### config.mk
export PLATFORM = sky130hd
export DESIGN_NAME = csa_stream_accum
export DESIGN_NICKNAME = d
export VERILOG_FILES = /design/src/rtl/csa_stream_accum.sv
export SDC_FILE = /design/constraint.sdc
export NUM_CORES = 1
export LEC_CHECK = 0
export ABC_AREA = 1
export CAP_MARGIN = 20
export CORE_ASPECT_RATIO = 0.5
export CORE_MARGIN = 3
export CORE_UTILIZATION = 45
export CTS_CLUSTER_SIZE = 28
export DETAILED_ROUTE_END_ITERATION = 8
export DONT_BUFFER_PORTS = 1
export HOLD_SLACK_MARGIN = 0.08
export PLACE_DENSITY = 0.71
export RECOVER_POWER = 50
export SYNTH_ARGS = -nofsm -noshare
export SYNTH_HDL_FRONTEND = slang
export SYNTH_SLANG_ARGS = --single-unit
export TNS_END_PERCENT = 30
### constraint.sdc
create_clock -name clk -period 6.24 [get_ports clk]
set_input_delay 0.624 -clock clk [delete_from_list [all_inputs] [get_ports clk]]
set_output_delay 0.624 -clock clk [all_outputs]
set_load 0.01 [all_outputs]
### src/rtl/csa_stream_accum.sv
// Streaming multi-operand accumulator: beats are folded into redundant (sum, carry)
// registers with 3:2 compressors, and one carry-propagate add resolves each frame.
module csa_stream_accum #(
    parameter int W      = 16,
    parameter int NIN    = 3,
    parameter int GUARD  = 8,
    parameter int SIGNED = 0,
    parameter int ACC_W  = W + $clog2(NIN) + GUARD
) (
    input  logic               clk,
    input  logic               rst_n,
    input  logic               in_valid,
    output logic               in_ready,
    input  logic [NIN*W-1:0]   in_data,
    input  logic               in_last,
    output logic               out_valid,
    input  logic               out_ready,
    output logic [ACC_W-1:0]   out_sum,
    output logic [GUARD:0]     out_beats,
    output logic               out_overflow
);
    localparam int CNT_W = GUARD + 1;
    localparam logic [CNT_W-1:0] CNT_LIM = CNT_W'(1 << GUARD);
    localparam logic [CNT_W-1:0] CNT_MAX = CNT_W'((1 << GUARD) + 1);

    typedef enum logic [1:0] {INIT, ACCUM, RESOLVE, OUTPUT} state_t;

    state_t             state_q, state_d;
    logic [ACC_W-1:0]   s_q, s_d, c_q, c_d;
    logic [CNT_W-1:0]   cnt_q, cnt_d;
    logic               in_ready_q, in_ready_d;
    logic               out_valid_q, out_valid_d;
    logic [ACC_W-1:0]   out_sum_q, out_sum_d;
    logic [CNT_W-1:0]   out_beats_q, out_beats_d;
    logic               out_overflow_q, out_overflow_d;

    logic [ACC_W-1:0]   tree_s, tree_c, next_s, next_c, op;
    logic               accept;

    // Chain of 3:2 compressors: each operand is folded into the running (sum, carry) pair.
    always_comb begin
        tree_s = s_q;
        tree_c = c_q;
        next_s = '0;
        next_c = '0;
        op     = '0;
        for (int k = 0; k < NIN; k++) begin
            if (SIGNED != 0) begin
                op = ACC_W'($signed(in_data[k*W +: W]));
            end else begin
                op = ACC_W'(in_data[k*W +: W]);
            end
            next_s = tree_s ^ tree_c ^ op;
            next_c = ((tree_s & tree_c) | (tree_s & op) | (tree_c & op)) << 1;
            tree_s = next_s;
            tree_c = next_c;
        end
    end

    assign accept = in_valid & in_ready_q;

    always_comb begin
        state_d        = state_q;
        s_d            = s_q;
        c_d            = c_q;
        cnt_d          = cnt_q;
        out_valid_d    = out_valid_q;
        out_sum_d      = out_sum_q;
        out_beats_d    = out_beats_q;
        out_overflow_d = out_overflow_q;
        case (state_q)
            INIT: begin
                state_d = ACCUM;
            end
            ACCUM: begin
                if (accept) begin
                    s_d = tree_s;
                    c_d = tree_c;
                    if (cnt_q != CNT_MAX) begin
                        cnt_d = cnt_q + 1'b1;
                    end
                    if (in_last) begin
                        state_d = RESOLVE;
                    end
                end
            end
            RESOLVE: begin
                out_sum_d      = s_q + c_q;
                out_beats_d    = cnt_q;
                out_overflow_d = (cnt_q > CNT_LIM);
                out_valid_d    = 1'b1;
                state_d        = OUTPUT;
            end
            OUTPUT: begin
                if (out_valid_q && out_ready) begin
                    out_valid_d = 1'b0;
                    s_d         = '0;
                    c_d         = '0;
                    cnt_d       = '0;
                    state_d     = ACCUM;
                end
            end
            default: begin
                state_d = INIT;
            end
        endcase
        // in_ready is registered, so it tracks the state being entered.
        in_ready_d = (state_d == ACCUM);
    end

    always_ff @(posedge clk or negedge rst_n) begin
        if (!rst_n) begin
            state_q        <= INIT;
            s_q            <= '0;
            c_q            <= '0;
            cnt_q          <= '0;
            in_ready_q     <= 1'b0;
            out_valid_q    <= 1'b0;
            out_sum_q      <= '0;
            out_beats_q    <= '0;
            out_overflow_q <= 1'b0;
        end else begin
            state_q        <= state_d;
            s_q            <= s_d;
            c_q            <= c_d;
            cnt_q          <= cnt_d;
            in_ready_q     <= in_ready_d;
            out_valid_q    <= out_valid_d;
            out_sum_q      <= out_sum_d;
            out_beats_q    <= out_beats_d;
            out_overflow_q <= out_overflow_d;
        end
    end

    assign in_ready     = in_ready_q;
    assign out_valid    = out_valid_q;
    assign out_sum      = out_sum_q;
    assign out_beats    = out_beats_q;
    assign out_overflow = out_overflow_q;
endmodule
==> flow_metrics.env <==
export IMPL_die_area_um2=17600
export IMPL_ant_nets=0
export IMPL_ys_ff_latch=100
export IMPL_hold_viol=0
export IMPL_ir_drop_mv=0.173
export IMPL_fin_tns_setup_ps=0
export IMPL_track_usage_pct=20.5
export IMPL_whs_ps=193
export IMPL_start_util_pct=47.7
export IMPL_synth_ff_type="dfrtp_1"
export IMPL_pin_count=91
export IMPL_numClockSinks=100
export IMPL_p_leak_nw=4.05
export IMPL_cts_tree="done"
export IMPL_yosysWarnings=0
export IMPL_swShare_pct=47.2
export IMPL_vias_per_cell=5.10
export IMPL_synthTopCellsByArea="dfrtp_1 35%, fa_1 15%, nand2_1 14%"
export IMPL_syn_num_nets=1051
export IMPL_final_cell_area_um2=7680
export IMPL_drtIter0Drc=418
export IMPL_drt_pass1_iterations=5
export IMPL_syn_to_final_growth_pct=7.12
export IMPL_clockBufferDepth=2
export IMPL_cts_root_buf="clkbuf_16"
export IMPL_rsz0062_at_grt="false"
export IMPL_dpl_cell_area_um2=7340
export IMPL_cpMaxStageDelayCell="nor2_4"
export IMPL_postSynthAreaPerCell_um2=8.00
export IMPL_crit_top_cell="inv_2"
export IMPL_grt_max_degree=101
export IMPL_synthArstFlopShare_pct=100
export IMPL_grt_pass1_wl_um=28500
export IMPL_die_w_um=184
export IMPL_io_buffers=0
export IMPL_cp_start_kind="flip-flop"
export IMPL_slew_viol_final=0
export IMPL_synth_top_area_cell="dfrtp_1"
export IMPL_detailed_place_hpwl_um=13100
export IMPL_vias=5574
export IMPL_antenna_found_initial=0
export IMPL_dieHeight_um=95.2
export IMPL_htree_levels=3
export IMPL_switching_power_w=0.00172
export IMPL_yosysSeqAreaShare_pct=34.9
export IMPL_cellPowerDensity_nw_per_um2=475
export IMPL_met2_usage_pct=33.5
export IMPL_crit_chain="inv_2 -> nor2_2 -> nand3_2 -> inv_2 -> nor2_4 -> inv_2 -> o21ai_2 -> inv_2 -> nand3b_1 -> o21ai_1"
export IMPL_drc=0
export IMPL_cts_resized=0
export IMPL_synth_distinct_cells=30
export IMPL_clkTransAtPathRegs_ps=80
export IMPL_path_max_fanout=33
export IMPL_critPathCaptureType="flip-flop"
export IMPL_pwr_share_clk_pct=16.4
export IMPL_busiest_layer="met2"
export IMPL_setup_violations_final=0
export IMPL_fmax_mhz=327
export IMPL_layout_nets=1046
export IMPL_r2r_slack_ps=3190
export IMPL_drive_gt1_share_pct=3.57
export IMPL_period_share_pct=48.9
export IMPL_routed_wl_um=16700
export IMPL_synth_edff_count=0
export IMPL_hold_path_class="in2async"
export IMPL_grt_overflow=0
export IMPL_maxSlewHeadroom_pct=47.5
export IMPL_p_int_w=0.00193
export IMPL_maxCapViolations=0
export IMPL_grt_pass1_vias=5659
export IMPL_antenna_cells=0
export IMPL_insertion_delay_ps=360
export IMPL_synthCells=896
export IMPL_finalClockSkew_ps=14.5
export IMPL_rows=31
export IMPL_cts_buffers_inserted=9
export IMPL_comb_power_share_pct=51.3
export IMPL_gp_congestion=0.928
export IMPL_synth_top_area_share_pct=34.9
export IMPL_arrival_ps=3300
export IMPL_reg2regPathDepth=10
export IMPL_grt_use_met1_pct=28.1
export IMPL_crit_path_start="state_q[0]"
export IMPL_wl_per_cell_um=15.2
export IMPL_synthesis_area_um2=7170
export IMPL_reg2reg_from="state_q[0]"
export IMPL_status="completed"
export IMPL_final_cell_count_no_fill=1094
export IMPL_critical_path_required_ps=6490
export IMPL_core_area_um2=15000
export IMPL_critPathKind="reg2reg"
export IMPL_met3_usage_pct=4.88
export IMPL_min_period_ps=3050
export IMPL_worstMarginPinSlew_ps=786
export IMPL_seqPwrFrac_pct=32.3
export IMPL_cpPeakStageDelay_ps=690
export IMPL_post_place_cells=1077
-- state kept, by name (all words and copies together) (netlist names) --
register	cells
c_q	25
cnt_q	9
in_ready	1
out_beats	9
out_overflow	1
out_sum	26
out_valid	1
s_q	26
state_q	2
-- worst max-delay path: cells and delay by family, from the launching register on --
| kind | cells | cell delay (ps) |
|---|---|---|
| AND/OR/NAND/NOR | 4 | 1260 |
| buffers and inverters | 4 | 950 |
| flip-flops | 1 | 410 |
| AO/OA/AOI/OAI | 2 | 280 |
-- cell families (layout without fill, tap and decap cells) --
family                     count (synthesis)  in the layout  share of synthesized area (%)
and+or+nand+nor                          384            384                           22.3
buffers and inverters                    199            199                           10.7
adders and majority gates                102            102                           23.5
AOI/OAI and AO/OA                        100            100                           7.25
DFF                                      100            100                           34.9
xor gates and xnor gates                  11             11                           1.34
-- cells in the mapped netlist, types with 3 or more instances --
library cell,count
nand3_1,45
nand2_1,265
inv_1,176
xnor2_1,8
nor3_1,3
xor2_1,3
a21oi_1,11
fa_1,54
o21ai_1,17
nand3b_1,9
inv_2,5
dfrtp_1,100
nand4_1,13
nor2_1,39
buf_2,6
ha_1,48
o21ai_0,65
a22o_1,3
clkbuf_1,10
or2_2,3
-- routing by layer --
layer | share of wire [%] | wire [um]
met3 | 5.5 | 912
met1 | 47 | 7830
met2 | 46 | 7730
met4 | 1.1 | 190
met5 | 0 | 0
-- cell usage in the layout, fill, tap and decap left out, drive strengths merged --
cell type and count:
nand2 266, inv 186, dfrtp 100, o21ai 83, fa 54, ha 48
nand3 46, nor2 42, nand4 13, a21oi 11, nand3b 9, clkbuf 9
xnor2 8, or2 3, xor2 3, a22o 3, nor3 3, o22ai 2
and2 2, buf 2, a31oi 1, clkinvlp 1, bufinv 1
-- power by group through the flow --
stage	clock network, W	registers [W]	logic (W)
3_5_place_dp	0	0.00119	0.00185
2_1_floorplan	0	0.00112	0.00142
3_3_place_gp	0	0.00119	0.00180
6_report	0.000599	0.00118	0.00187
4_1_cts	0.000608	0.00118	0.00189
5_1_grt	0.000629	0.00121	0.00221
-- repair_timing --
action | CTS | global route
hold buffers | 1 | 0
buffers inserted | 0 | 0
hold endpoints to repair | 100 | 0
-- through the flow --
step | total power (W) | utilization, % | setup slack [ps]
2_1_floorplan | 0.00254 | - | 3880
3_3_place_gp | 0.00298 | 48.9 | 3130
5_1_grt | 0.00406 | 51.1 | 2860
3_5_place_dp | 0.00304 | 48.9 | 3010
4_1_cts | 0.00368 | 51.1 | 3100
6_report | 0.00365 | 51.1 | 3190
-- path summary, 6_finish.rpt --
check,end
min in group clk,state_q[0]
max in group asynchronous,s_q[18]
max reg2reg,cnt_q[3]
min reg2reg,cnt_q[7]
max,cnt_q[3]
min,c_q[8]
-- final cells by class --
class / count / area (um^2)
Fill cell: 1396 / 7330
Multi-Input combinational cell: 597 / 3900
Sequential cell: 100 / 2500
Inverter: 181 / 679
Tap cell: 198 / 248
Clock buffer: 9 / 225
Clock inverter: 7 / 88.8
Timing Repair Buffer: 2 / 35.0
Note: power is estimated with default switching activity, not from simulation.
